<file path="src/rtl/sm3_digest_tx.sv">
// sm3_digest_tx: buffers 256-bit SM3 digests and streams each as four 64-bit AXI-Stream beats, most significant first
// Ports: clk, rst_n (async active-low); digest_i/digest_valid_i digest strobe (no backpressure);
//    m_tdata_o/m_tkeep_o/m_tvalid_o/m_tlast_o/m_tready_i stream master; busy_o occupancy non-zero;
//    overflow_o/drop_cnt_o sticky drop flag and saturating drop count, cleared by ovf_clr_i
module sm3_digest_tx #(
   parameter int DEPTH = 2
) (
   input  logic          clk,
   input  logic          rst_n,
   input  logic [255:0]  digest_i,
   input  logic          digest_valid_i,
   output logic [63:0]   m_tdata_o,
   output logic [7:0]    m_tkeep_o,
   output logic          m_tvalid_o,
   output logic          m_tlast_o,
   input  logic          m_tready_i,
   output logic          busy_o,
   output logic          overflow_o,
   output logic [7:0]    drop_cnt_o,
   input  logic          ovf_clr_i
);
   localparam int AW = $clog2(DEPTH);
   localparam logic [AW:0] FULL_CNT = (AW+1)'(DEPTH);
   localparam logic [0:0] IDLE = 1'b0;
   localparam logic [0:0] SEND = 1'b1;
   logic [255:0]  mem_q [DEPTH];
   logic [255:0]  head;
   logic [AW-1:0] wr_ptr_q, wr_ptr_d, rd_ptr_q, rd_ptr_d;
   logic [AW:0]   count_q, count_d;
   logic [0:0]    state_q, state_d;
   logic [1:0]    beat_q, beat_d;
   logic          ovf_q, ovf_d;
   logic [7:0]    drop_q, drop_d;
   logic          hs, pop, full, push, drop;
   always_comb begin
      hs       = state_q == SEND && m_tready_i;
      pop      = hs && beat_q == 2'd3;
      full     = count_q == FULL_CNT;
      // a full buffer still accepts when the head frees its slot this very cycle
      push     = digest_valid_i && (!full || pop);
      drop     = digest_valid_i && full && !pop;
      wr_ptr_d = push ? wr_ptr_q + AW'(1) : wr_ptr_q;
      rd_ptr_d = pop ? rd_ptr_q + AW'(1) : rd_ptr_q;
      count_d  = count_q + (AW+1)'(push) - (AW+1)'(pop);
      beat_d   = hs ? beat_q + 2'd1 : beat_q;
      state_d  = state_q == IDLE ? (count_q != '0 ? SEND : IDLE) : (pop && count_d == '0 ? IDLE : SEND);
      // a drop coinciding with a clear wins and restarts the count at one
      ovf_d    = drop || (ovf_q && !ovf_clr_i);
      drop_d   = drop ? (ovf_clr_i ? 8'd1 : (drop_q == 8'hFF ? drop_q : drop_q + 8'd1)) :
                 (ovf_clr_i ? 8'd0 : drop_q);
   end
   always_ff @(posedge clk) begin
      if (push) mem_q[wr_ptr_q] <= digest_i;
   end
   always_ff @(posedge clk or negedge rst_n) begin
      if (!rst_n) begin
         wr_ptr_q <= '0;
         rd_ptr_q <= '0;
         count_q  <= '0;
         state_q  <= IDLE;
         beat_q   <= '0;
         ovf_q    <= 1'b0;
         drop_q   <= '0;
      end else begin
         wr_ptr_q <= wr_ptr_d;
         rd_ptr_q <= rd_ptr_d;
         count_q  <= count_d;
         state_q  <= state_d;
         beat_q   <= beat_d;
         ovf_q    <= ovf_d;
         drop_q   <= drop_d;
      end
   end
   // beat k takes bits [255-64k -: 64]; lower bound is 64*(3-k) = {~k, 6'b0}
   always_comb begin
      head       = mem_q[rd_ptr_q];
      m_tvalid_o = state_q == SEND;
      m_tkeep_o  = {8{m_tvalid_o}};
      m_tlast_o  = m_tvalid_o && beat_q == 2'd3;
      m_tdata_o  = m_tvalid_o ? head[{~beat_q, 6'b0} +: 64] : 64'h0;
      busy_o     = count_q != '0;
      overflow_o = ovf_q;
      drop_cnt_o = drop_q;
   end
endmodule

</file>
<file path="config.mk">
export PLATFORM = sky130hd
export DESIGN_NAME = sm3_digest_tx
export DESIGN_NICKNAME = d
export VERILOG_FILES = /design/src/rtl/sm3_digest_tx.sv
export SDC_FILE = /design/constraint.sdc
export NUM_CORES = 1
export LEC_CHECK = 0
export CORE_MARGIN = 2
export CORE_UTILIZATION = 55
export DETAILED_ROUTE_END_ITERATION = 16
export GPL_TIMING_DRIVEN = 0
export PLACE_DENSITY_LB_ADDON = 0.05
export SLEW_MARGIN = 10
export SYNTH_ARGS = -nofsm -noshare
export SYNTH_HDL_FRONTEND = slang
export SYNTH_SLANG_ARGS = --single-unit
</file>
<file path="constraint.sdc">
create_clock -name clk -period 23.3 [get_ports clk]
set_clock_uncertainty 0.15 [all_clocks]
set_input_delay 3.495 -clock clk [delete_from_list [all_inputs] [get_ports clk]]
set_output_delay 3.495 -clock clk [all_outputs]
set_load 0.05 [all_outputs]
</file>
==> metrics list, run 1 <==
* Synth warn: 0
* Via count of the routed design: 10138
* Wire length after detailed routing: 42.7 mm
- During placement, the flow inserted port buffers numbering 344.
- Sink Count: 528
- Fin cells: 1825
- The H-tree was split into 2 levels.
* Vert. Die Dim: 197 um
* Peak supply drop: 105 uV
- The detail route stage leaves a number of antenna-violating nets equal to 0.
- TritonCTS built the clock tree.
* Cell with the largest stage delay on the worst path: sky130_fd_sc_hd__clkdlybuf4s50_1
- Source-to-sink clock delay at the later pin of the worst-skew pair: 0.58 ns
* Longest individual stage delay on the worst path: 0.85 ns
- The congestion estimate from routability-driven global placement came to 0.736.
* Most common library cell in the layout ignoring fill and taps: sky130_fd_sc_hd__edfxtp_1
* Total of hold buffers inserted after clock tree synthesis: 0
* Cell-internal power: 2.44 mW
- Counting every net in the synthesized netlist gives 1164.
- Worst-path fanout max: 14
* Final number of hold-violating endpoints: 0
- Detailed placement finished with a half-perimeter wire length of 29.1 mm.
- Across every metal layer, demand over resource in global routing totals 22.2%.
* Number of cells in the design after placement: 1726
- Number of flip-flops and latches in the synthesized netlist: 528
- The synthesized design spends more area on one cell type than any other, namely sky130_fd_sc_hd__edfxtp_1.
* Category of the most critical setup path: flop to output pin
- Max Slew Vio Count: 0
- Clock-pin slew was measured on the worst setup and hold paths at 0.06 ns.
* Total I/O pin count: 345
- Post-CTS Setup Bufs: 0
- Final core utilization: 72.4%
- Overall overflow remaining after global route: 0
- The signal on the critical path passes through clkbuf_1 > clkbuf_1 > nor2b_1 > clkdlybuf4s50_1.
- Dividing the detail-routed wire length by the instance count gives 23.4 um.
* Logic pwr share: 43.1%
- The path class of the tightest hold or removal check is flop to flop.
- In the layout the commonest cells are sky130_fd_sc_hd__edfxtp_1 (512), sky130_fd_sc_hd__clkdlybuf4s50_1 (344), sky130_fd_sc_hd__mux4_2 (128), sky130_fd_sc_hd__mux2i_1 (65), sky130_fd_sc_hd__nor2b_1 (65).
- A synthesized cell averages 22.7 sq um.
* Type of element capturing the critical path: output pin
- For this run, the detailed router's first-pass iteration total came to 4.
- Vias in the first global route: 10766
* Number of buffers inserted during clock tree synthesis: 53
- Tcrit/Tclk final: 30.5%
- Setup repair after global routing left no endpoint under its margin.
* Switching portion of total power: 35.9%
- In this run the power density over the cells is 144 nW/um^2.
- Clock group share of total power: 21.6%
- Registers are responsible for 35.3% of the overall power.
- The die covers 38700 sq um.
- Grouping stages by cell kind, the critical path spends the most delay in buffers and inverters.
* NumNets Final: 1578
- PostCTS Resize Cnt: 0
* Number of instances in the synthesized netlist: 899
- Sum of buffers and inverters on the critical path: 3
- Share of the synthesized area in the top cell type: 75.3%
* CP dominant cell by count: sky130_fd_sc_hd__clkbuf_1
- Using the TritonRoute via totals, the vias-per-cell ratio works out to 5.56.
- Initial antenna violation count: 10
- The clock passes through at most 3 buffers.
- The run finished with clean final reports.
- Area of the core: 36600 sq um
- The clock period could shrink to 7.11 ns.
- Max-cap violations in this run came to 0.
- Of the cells placed in the final design, the portion with a size suffix greater than 1 is 18.9%.
- Standby leakage power: 8.93 nW
* Required time at the endpoint of the critical path: 19.66 ns
* DRC violation count after routing: 0
- Number of core rows: 70
- Layout overhead on the synthesized area: 29.8%
* Largest cells by area after synthesis: sky130_fd_sc_hd__edfxtp_1 (75%), sky130_fd_sc_hd__mux4_2 (14%), sky130_fd_sc_hd__mux2i_1 (3.2%), sky130_fd_sc_hd__nor2b_1 (2.0%), sky130_fd_sc_hd__dfrtp_1 (2.0%)
* Root buffer cell: sky130_fd_sc_hd__clkbuf_16
- Number of library cell types mapped by synthesis: 36
* Width of the die: 197 um
- The detailed router finished its first iteration with 649 violations.
- The analysis attributes to net switching a power of 1.37 mW.
- The first global-routing pass estimated 63.0 mm of wire.
* Highest achievable clock rate: 141 MHz
- The worst setup path is launched from a flop.
- Total setup violations reported at the end of the flow: 0
* Slew margin rel.: 41.6%
- For this configuration, the core starts out at a cell density of 55.8%.
* Accumulated negative setup slack: 0 ns
- Entering global routing, the biggest net connects 59 pins.
* Sequential cell area fraction in the yosys report: 77.2%
- Worst-Margin Slew: 0.876 ns
- The mapped netlist covers 20400 sq um.
- WP data arrival: 3.47 ns
-- path summary, 6_finish.rpt --
check	from	slack, ns	end	cells past startpoint
min in group asynchronous	rst_n	3.23	count_q[0]	1
max	m_tvalid_o	16.19	m_tdata_o[45]	4
min reg2reg	overflow_o	0.38	overflow_o	2
max reg2reg	m_tvalid_o	20.23	mem_q[0][40]	8
min	overflow_o	0.38	overflow_o	2
max in group asynchronous	rst_n	19.27	drop_cnt_o[3]	1
-- kinds of logic after synthesis --
kind of cell / count (synthesis) / synth area share, %
AO/OA/AOI/OAI: 14 / 0.441
XOR/XNOR: 5 / 0.214
adder cells (fa/ha/maj): 4 / 0.245
buffers and inverters: 56 / 1.49
flip-flops: 528 / 77.2
multiplexers: 195 / 17.4
AND/OR/NAND/NOR: 97 / 2.96
-- sequential cells by signal, summed over array words and instances (netlist names) --
signal,count
overflow_o,1
m_tvalid_o,1
wr_ptr_q,1
drop_cnt_o,8
rd_ptr_q,1
beat_q,2
count_q,2
mem_q,512
-- final cells by class --
type / instances / area [sq um]
flip-flops and latches: 528 / 15800
multi-input cells: 315 / 4360
well taps: 468 / 586
clock buffers: 70 / 1420
inverters: 4 / 15.0
fillers: 2246 / 10100
diodes: 3 / 7.51
repair buffers: 359 / 3800
clock inverters: 26 / 262
plain buffers: 52 / 290
-- through the flow --
step / total power [mW] / setup WS [ns] / cell area, sq um / hold WS, ns
floorplan: 2.55 / 7.82 / 20400 / 0.311
global placement: 3.10 / 0.984 / 24500 / 0.328
detailed placement: 3.03 / 16.73 / 24800 / 0.375
CTS: 3.86 / 16.07 / 26500 / 0.388
global route: 3.98 / 16.00 / 26500 / 0.439
finish: 3.81 / 16.19 / 26500 / 0.380
-- synth_stat cells --
cell type	count
sky130_fd_sc_hd__edfxtp_1	512
sky130_fd_sc_hd__mux4_2	128
sky130_fd_sc_hd__mux2i_1	65
sky130_fd_sc_hd__nor2b_1	65
sky130_fd_sc_hd__buf_4	20
sky130_fd_sc_hd__dfrtp_1	16
sky130_fd_sc_hd__clkbuf_1	11
sky130_fd_sc_hd__buf_1	10
sky130_fd_sc_hd__buf_2	10
sky130_fd_sc_hd__a21oi_1	6
sky130_fd_sc_hd__nand2_1	5
sky130_fd_sc_hd__xnor2_1	5
sky130_fd_sc_hd__ha_1	4
sky130_fd_sc_hd__inv_1	4
sky130_fd_sc_hd__nand3_1	4
sky130_fd_sc_hd__nor2_1	4
sky130_fd_sc_hd__nand3b_1	3
sky130_fd_sc_hd__nor3_1	3
sky130_fd_sc_hd__and3_1	2
sky130_fd_sc_hd__mux2_2	2
sky130_fd_sc_hd__nand2b_1	2
sky130_fd_sc_hd__o21ai_0	2
sky130_fd_sc_hd__o31ai_1	2
sky130_fd_sc_hd__or4_1	2
sky130_fd_sc_hd__a311oi_1	1
sky130_fd_sc_hd__a41oi_1	1
sky130_fd_sc_hd__and2_1	1
sky130_fd_sc_hd__buf_6	1
sky130_fd_sc_hd__nand2b_4	1
sky130_fd_sc_hd__nand3_4	1
sky130_fd_sc_hd__nand4_1	1
sky130_fd_sc_hd__o211ai_1	1
sky130_fd_sc_hd__o32a_1	1
sky130_fd_sc_hd__or2_2	1
sky130_fd_sc_hd__or3_2	1
sky130_fd_sc_hd__or4b_1	1
-- power by group through the flow --
| stage | clock, mW | combinational [mW] | sequential, mW |
|---|---|---|---|
| floorplan | 0 | 1.11 | 1.44 |
| global placement | 0 | 1.61 | 1.49 |
| detailed placement | 0 | 1.66 | 1.37 |
| CTS | 0.841 | 1.67 | 1.35 |
| global route | 0.877 | 1.74 | 1.36 |
| finish | 0.823 | 1.64 | 1.35 |
-- tightest hold or removal path: stages (launching register included) --
cell                      delay [ns]
sky130_fd_sc_hd__dfrtp_1        0.37
sky130_fd_sc_hd__inv_1          0.05
sky130_fd_sc_hd__o21ai_0        0.06
-- metal layers --
layer / global-route usage (%) / vias up / share of wire, %
met5: 0 / - / 0.18
met2: 36.2 / 313 / 50
met4: 7.35 / 12 / 1.7
met3: 6.11 / 60 / 7.6
met1: 29.6 / 5178 / 40
li1: - / 4575 / -
Power figures use the tool's default switching activity.
==> run 2, diff against run 1 <==
- CORE_UTILIZATION: 55 -> 53
- clock period: 23.3 -> 6.75 ns (I/O delays scaled with it)
==> run 2 against run 1 <==
  * Routed wire length down 0.41%
  * First-iteration DRC count is 16% higher
  * Non-clock buffer count increased by 3
  * Total power rose to 3.5 times the previous value
  * Via count down 0.26%
  * Sequential power rose to 3.4 times the previous value
  * Critical path type unchanged
  * Largest cell class unchanged
==> metrics list, run 2 (synthesis gave the netlist of run 1 again) <==
* Largest net degree at the start of global routing: 55 (-6.8%)
* HPWL after detailed placement: 29.4 mm (+1.1%)
- Post-CTS Setup Bufs: 0 (unchanged)
* Number of cells on the worst reg-to-reg path: 8 (unchanged)
* Max clock buf depth: 3 (unchanged)
- Number of core rows: 71 (+1.4%)
* Number of cells in the design after placement: 1772 (+2.7%)
- Wire length after detailed routing: 42.5 mm (-0.41%)
- PostCTS Resize Cnt: 0 (unchanged)
- The layout cell share with drive strength beyond 1 was 19.4% (+0.49 points).
- Initial standard-cell utilization of the core: 54.0% (-1.8 points)
* Most common library cell in the layout ignoring fill and taps: sky130_fd_sc_hd__edfxtp_1
- The number of clock sinks is 528 (unchanged).
- The number of buffers inserted for hold repair after clock tree synthesis is 0 (unchanged).
- The full die area was 40100 sq um (+3.7%).
* Mean number of vias per cell: 5.40 (-2.9%)
* Logic pwr share: 43.0% (about the same)
- PD cells: 498 nW/um^2 (+250%)
- Via count of the routed design: 10112 (-0.26%)
- Tcrit/Tclk final: 69.1%
- The maximum level of the CTS H-tree came to 2 (unchanged).
- Root buffer cell: sky130_fd_sc_hd__clkbuf_16
* Min Hold Slack: 0.392 ns (+0.0118 ns)
- Setup repair after global routing left no endpoint under its margin.
* Biggest register: mem_q
* Overall overflow remaining after global route: 0 (unchanged)
* Area of the core: 37800 sq um (+3.4%)
- Source-to-sink clock delay at the later pin of the worst-skew pair: 0.57 ns (about the same)
- Vert. Die Dim: 200 um (+1.8%)
- The arrival time at the worst endpoint is 3.50 ns (+0.03 ns).
- The leakage power came to 8.98 nW (+0.63%).
- Max Slew Vio Count: 0 (unchanged)
- Width of the die: 200 um (+1.8%)
* Capture instance of the worst register-to-register path: mem_q[0][226]
* Min-Delay Endpoint: overflow_o
- The cell-internal power is 8.57 mW (+250%).
- The final standard cell count with taps included and fillers excluded came to 1874 (+2.7%).
* Clock transition at path regs: 0.06 ns (about the same)
- Net switching power: 4.73 mW (+250%)
- Post-layout total power: 13.3 mW (+250%)
* Pre-antenna DRT Iters: 5 (+1)
- Category of the most critical setup path: flop to output pin
* DRC violation count after routing: 0 (unchanged)
- The worst hold path begins at overflow_o.
* Number of buffers inserted during clock tree synthesis: 52 (-1.9%)
* Max-cap violations: 0 (unchanged)
- Register share of total power: 34.9% (-0.4 points)
* Reg-to-Reg Start: m_tvalid_o
* CTS tree: built
* Commonest cells after routing, fill and taps aside: sky130_fd_sc_hd__edfxtp_1 (512), sky130_fd_sc_hd__clkdlybuf4s50_1 (344), sky130_fd_sc_hd__mux4_2 (128), sky130_fd_sc_hd__mux2i_1 (65), sky130_fd_sc_hd__nor2b_1 (65)
- Timing would allow up to 215 MHz.
- STA classifies the critical path startpoint as a flop.
- Peak supply drop: 532 uV (+410%)
- Worst-path fanout max: 14 (unchanged)
* Final Critical Period: 4.66 ns
* Vias in the first global route: 10859 (+0.86%)
* GR Util All Layers: 21.5% (-0.73 points)
- Type of the most critical hold path: flop to flop
- The worst slew slack as a fraction of its limit is 32.2% (-9.4 points).
* Total I/O pin count: 345 (unchanged)
- The wire length of the first global-routing pass was 64.3 mm (+2.0%).
- Final Wtd Congestion: 0.730 (-0.80%)
- The number of setup violations in the final report came to 0 (unchanged).
- Switching portion of total power: 35.6% (-0.35 points)
- IO buf count: 344 (unchanged)
- Compared with the post-synthesis result, the final layout area differs by 30.8%.
- The number of antenna violations at the first check in global routing is 9 (-1).
* Type of element capturing the critical path: output pin
- The required time of the critical path was 5.59 ns (-14.07 ns).
* Flip-flop count of the largest register after layout: 512 (unchanged)
- The run finished with clean final reports.
- The count of antenna-violating nets left after detailed routing is 0 (unchanged).
- The final hold violation count is 0 (unchanged).
- Clock group share of total power: 22.1% (+0.5 points)
- Detailed-route wire length per cell: 22.7 um (-3.0%)
- The count of routing violations after the opening detailed-route iteration was 755 (+16%).
- Worst-Margin Slew: 1.02 ns (+0.141 ns)
- R2R setup slack: 3.76 ns (-16.47 ns)
* NumNets Final: 1580 (+0.13%)
- The cell count of the worst hold path came to 2 (unchanged).
[run 2: cell types whose count changed in the layout (fill, tap and decap cells not counted), moves of 2 or more]
cell,delta
sky130_fd_sc_hd__clkinvlp_4,+3
sky130_fd_sc_hd__inv_6,-2
sky130_fd_sc_hd__clkinv_2,+3
sky130_fd_sc_hd__clkbuf_1,-7
sky130_fd_sc_hd__buf_12,+2
sky130_fd_sc_hd__clkbuf_8,-3
sky130_fd_sc_hd__diode_2,+4
sky130_fd_sc_hd__clkinv_1,+2
sky130_fd_sc_hd__bufinv_16,+4
[run 2: routing by layer]
metal	up-vias	track usage, %	routed length (um)
li1	4596	-	-
met1	5172	28.0	17100
met2	290	35.6	21400
met3	54	6.00	3050
met4	0	6.80	963
met5	-	0	0
[run 2: power by group through the flow]
stage                     registers, mW  logic, mW  clock network, mW
after floorplan                    4.78       3.84                  0
after CTS                          4.65       5.81               3.01
after detailed placement           4.72       5.79                  0
after global placement             4.87       5.57                  0
after global routing               4.70       6.03               3.15
final                              4.64       5.71               2.94
[run 2: final cells by class]
class | count | area (sq um)
buffer | 52 | 290
clock buffer | 60 | 1350
inverter | 4 | 15.0
sequential | 528 | 15800
tap | 511 | 639
antenna | 7 | 17.5
clock inverter | 35 | 398
fill | 2416 | 11100
timing repair buffer | 362 | 3870
multi-input combinational | 315 | 4360
[run 2: worst max-delay path, stage by stage, from the launching register on]
cell and delay (ns):
sky130_fd_sc_hd__dfrtp_1 0.66, sky130_fd_sc_hd__clkbuf_1 0.64, sky130_fd_sc_hd__clkbuf_1 0.47, sky130_fd_sc_hd__nor2b_1 0.31, sky130_fd_sc_hd__clkdlybuf4s50_1 0.85
[run 2: per-stage QoR]
stage	area, sq um	worst slack [ns]	utilization [%]	TNS [ns]
2_1_floorplan	20400	0.971	-	0
3_3_place_gp	24500	-1.88	64.8	-608.33
3_5_place_dp	24900	2.64	65.9	0
4_1_cts	26700	1.97	70.6	0
5_1_grt	26700	1.89	70.6	0
6_report	26700	2.09	70.6	0
[run 2: worst max-delay path by stage]
stage | startpoint | to | slack (ns) | depth (start not counted)
2_1_floorplan | m_tready_i | mem_q[0][0] | 0.97 | 4
3_3_place_gp | m_tready_i | mem_q[0][167] | -1.88 | 5
3_5_place_dp | m_tvalid_o | m_tdata_o[49] | 2.64 | 4
4_1_cts | m_tvalid_o | m_tdata_o[49] | 1.97 | 4
5_1_grt | m_tvalid_o | m_tdata_o[49] | 1.89 | 4
6_report | m_tvalid_o | m_tdata_o[49] | 2.09 | 4
==> run 3, diff against run 2 <==
- clock period: 6.75 -> 4.7 ns (I/O delays scaled with it)
==> run 3 against run 2 <==
  * First-iteration DRC count up 0.40%
  * Clock-buffer cell count up 13
  * Via count up 1.2%
  * Final area down 0.41%
  * Total power up 42%
  * Largest cell class unchanged
  * Register-to-register slack worse by 1.9 ns
  * Clock power up 38%
  * Non-clock buffer count down 2
  * Global-route usage up 0.50 points
  * Combinational power up 43%
  * Sequential power up 44%
  * Sequential cell count unchanged
  * Largest power group unchanged
==> metrics list, run 3 (synthesis gave the netlist of run 1 again) <==
- Max clock buf depth: 3 (unchanged)
* Source-to-sink clock delay at the later pin of the worst-skew pair: 0.59 ns (+0.02 ns)
* Clock transition at path regs: 0.06 ns (about the same)
- Worst-path fanout max: 10 (-4)
- Highest achievable clock rate: 232 MHz
- Max Slew Vio Count: 0 (unchanged)
- The routed wire length per instance came to 23.0 um (+1.2%).
- Max-cap violations: 0 (unchanged)
- The total via count after detailed routing was 10232 (+1.2%).
- The tree is rooted in a sky130_fd_sc_hd__clkbuf_16.
* Initial standard-cell utilization of the core: 54.0% (unchanged)
- Switching portion of total power: 36.0% (+0.46 points)
- HPWL after detailed placement: 29.5 mm (+0.55%)
- The count of cells along the worst register-to-register path was 8 (unchanged).
- The quantity of I/O buffers inserted on ports was 344 (unchanged).
- Required time at the endpoint of the critical path: 3.85 ns (-1.74 ns)
- Total I/O pin count: 345 (unchanged)
- Area of all placed cells without fillers: 26600 sq um (-0.41%)
- Fraction of final layout cells with drive strength greater than 1: 18.8% (-0.56 points)
- The count of antenna-violating nets left after detailed routing came to 0 (unchanged).
* CTS tree: built
- Final Critical Period: 4.31 ns
* Logic pwr share: 43.3% (+0.3 points)
- The leakage power is 8.94 nW (-0.51%).
- The startpoint identified for the worst register-to-register timing path is beat_q[0].
- Largest net degree at the start of global routing: 58 (+5.5%)
- Vias in the first global route: 10935 (+0.70%)
- The worst IR drop on VDD was 613 uV (+15%).
- Relative to the synthesized area, the layout overhead comes to 30.3%.
- The worst setup path is launched from a flop.
* Max H-tree Level: 2 (unchanged)
* Slew margin rel.: 38.1% (+5.9 points)
- Setup repair after global routing left no endpoint under its margin.
- Crit path setup slack, layout: 0.390 ns (-1.70 ns)
- Floorplan die area: 40100 sq um (unchanged)
- In this run the most critical hold path is launched from overflow_o.
* First-pass GRT wire length: 65.7 mm (+2.2%)
- The worst setup path is of the flop to output pin kind.
- Total of hold buffers inserted after clock tree synthesis: 0 (unchanged)
* Total setup violations reported at the end of the flow: 0 (unchanged)
* DRC violation count after routing: 0 (unchanged)
- The total routing resource utilization after global routing was 22.0% (+0.50 points).
- The area of the core was 37800 sq um (unchanged).
- The routed wire length came to 43.1 mm (+1.3%).
- Leaving out fill and tap cells, the most frequent cell in the layout is sky130_fd_sc_hd__edfxtp_1.
* Iteration-0 DRC count of the detailed router: 758 (+0.40%)
- Cell-internal power: 12.1 mW (+41%)
- Initial antenna violation count: 10 (+1)
* Final core utilization: 70.3% (-0.29 points)
* Flip-flop count of the largest register after layout: 512 (unchanged)
- Width of the die: 200 um (unchanged)
- Number of core rows: 71 (unchanged)
* Overall overflow remaining after global route: 0 (unchanged)
- Vert. Die Dim: 200 um (unchanged)
- Final number of hold-violating endpoints: 0 (unchanged)
- Final Wtd Congestion: 0.754 (+3.2%)
- The setup fix buffers added after clock tree synthesis came to 0 (unchanged).
* Biggest register: mem_q
- The post-route setup TNS came to 0 ns (unchanged).
- Type of element capturing the critical path: output pin
- The cell area after placement is 24900 sq um (-0.18%).
* Crit path from: beat_q[0]
- Worst-Margin Slew: 0.928 ns (-0.0891 ns)
* Pre-antenna DRT Iters: 4 (-1)
- The number of resized instances in the post-cts repair step came to 0 (unchanged).
* Sink Count: 528 (unchanged)
- The arrival time at the worst endpoint came to 3.46 ns (-0.04 ns).
* Register share of total power: 35.3% (+0.4 points)
- NumNets Final: 1579 (-0.063%)
- The final critical path takes up 91.7% of the cycle.
- Type of the most critical hold path: flop to flop
* Clock group share of total power: 21.4% (-0.7 points)
* Number of stages on the worst hold path: 2 (unchanged)
- The library cells used most frequently in the layout, excluding fill and tap cells, are sky130_fd_sc_hd__edfxtp_1 (512), sky130_fd_sc_hd__clkdlybuf4s50_1 (344), sky130_fd_sc_hd__mux4_2 (128), sky130_fd_sc_hd__mux2i_1 (65), sky130_fd_sc_hd__nor2b_1 (65).
* Number of buffers inserted during clock tree synthesis: 53 (+1.9%)
- The net switching power of the design came to 6.82 mW (+44%).
- Post-placement setup slack: 0.917 ns (-1.72 ns)
- The ratio of routed vias to standard cells is 5.45 (+1.0%).
* Outcome: finished clean
* PD cells: 711 nW/um^2 (+43%)
[run 3: cell count changes in the layout (fill, tap and decap cells not counted), moves of 2 or more]
cell,delta
sky130_fd_sc_hd__clkbuf_1,+7
sky130_fd_sc_hd__clkbuf_16,+2
sky130_fd_sc_hd__bufinv_16,-6
sky130_fd_sc_hd__clkinv_2,-5
sky130_fd_sc_hd__clkinvlp_4,-4
sky130_fd_sc_hd__clkinv_1,+5
sky130_fd_sc_hd__clkbuf_8,+4
[run 3: metal layers]
layer | vias up | part of all wire [%] | GRT usage (%)
met4 | 10 | 2.4 | 7.46
met3 | 67 | 7.2 | 5.97
met1 | 5251 | 40 | 28.9
li1 | 4589 | - | -
met5 | - | 0.17 | 0
met2 | 315 | 50 | 36.0
[run 3: cell type report]
class                           count  area (sq um)
Fill cell                        2457         11200
Antenna cell                        7          17.5
Timing Repair Buffer              360          3820
Buffer                             52           290
Multi-Input combinational cell    315          4360
Tap cell                          511           639
Sequential cell                   528         15800
Clock inverter                     27           201
Inverter                            4          15.0
Clock buffer                       73          1480
[run 3: worst max-delay path, stage by stage (launching register included)]
cell and delay (ns):
sky130_fd_sc_hd__dfrtp_1 0.42, sky130_fd_sc_hd__buf_2 0.33, sky130_fd_sc_hd__buf_1 0.59, sky130_fd_sc_hd__mux4_2 0.33
sky130_fd_sc_hd__mux2i_1 0.07, sky130_fd_sc_hd__nor2b_1 0.24, sky130_fd_sc_hd__clkdlybuf4s50_1 0.89
[run 3: worst paths after layout]
check | endpoint | slack (ns)
worst max-delay path | m_tdata_o[46] | 0.39
worst max register to register | mem_q[0][237] | 1.87
worst min-delay path | overflow_o | 0.38
worst min register to register | overflow_o | 0.38
max in group asynchronous | m_tvalid_o | 3.41
min in group asynchronous | count_q[0] | 0.43
[run 3: stage by stage]
step           hold WS [ns]  power (mW)  std cells
6_report              0.381        18.9       1877
5_1_grt               0.442        19.7       1873
3_5_place_dp          0.383        15.1       1770
3_3_place_gp          0.371        15.0       1754
4_1_cts               0.394        19.1       1870
2_1_floorplan         0.259        12.4        899
[run 3: power groups by stage]
| stage | clock (mW) | sequential [mW] | combinational [mW] |
|---|---|---|---|
| floorplan | 0 | 6.87 | 5.51 |
| global placement | 0 | 6.99 | 7.98 |
| detailed placement | 0 | 6.78 | 8.29 |
| CTS | 4.13 | 6.69 | 8.32 |
| global route | 4.32 | 6.76 | 8.67 |
| finish | 4.05 | 6.68 | 8.19 |
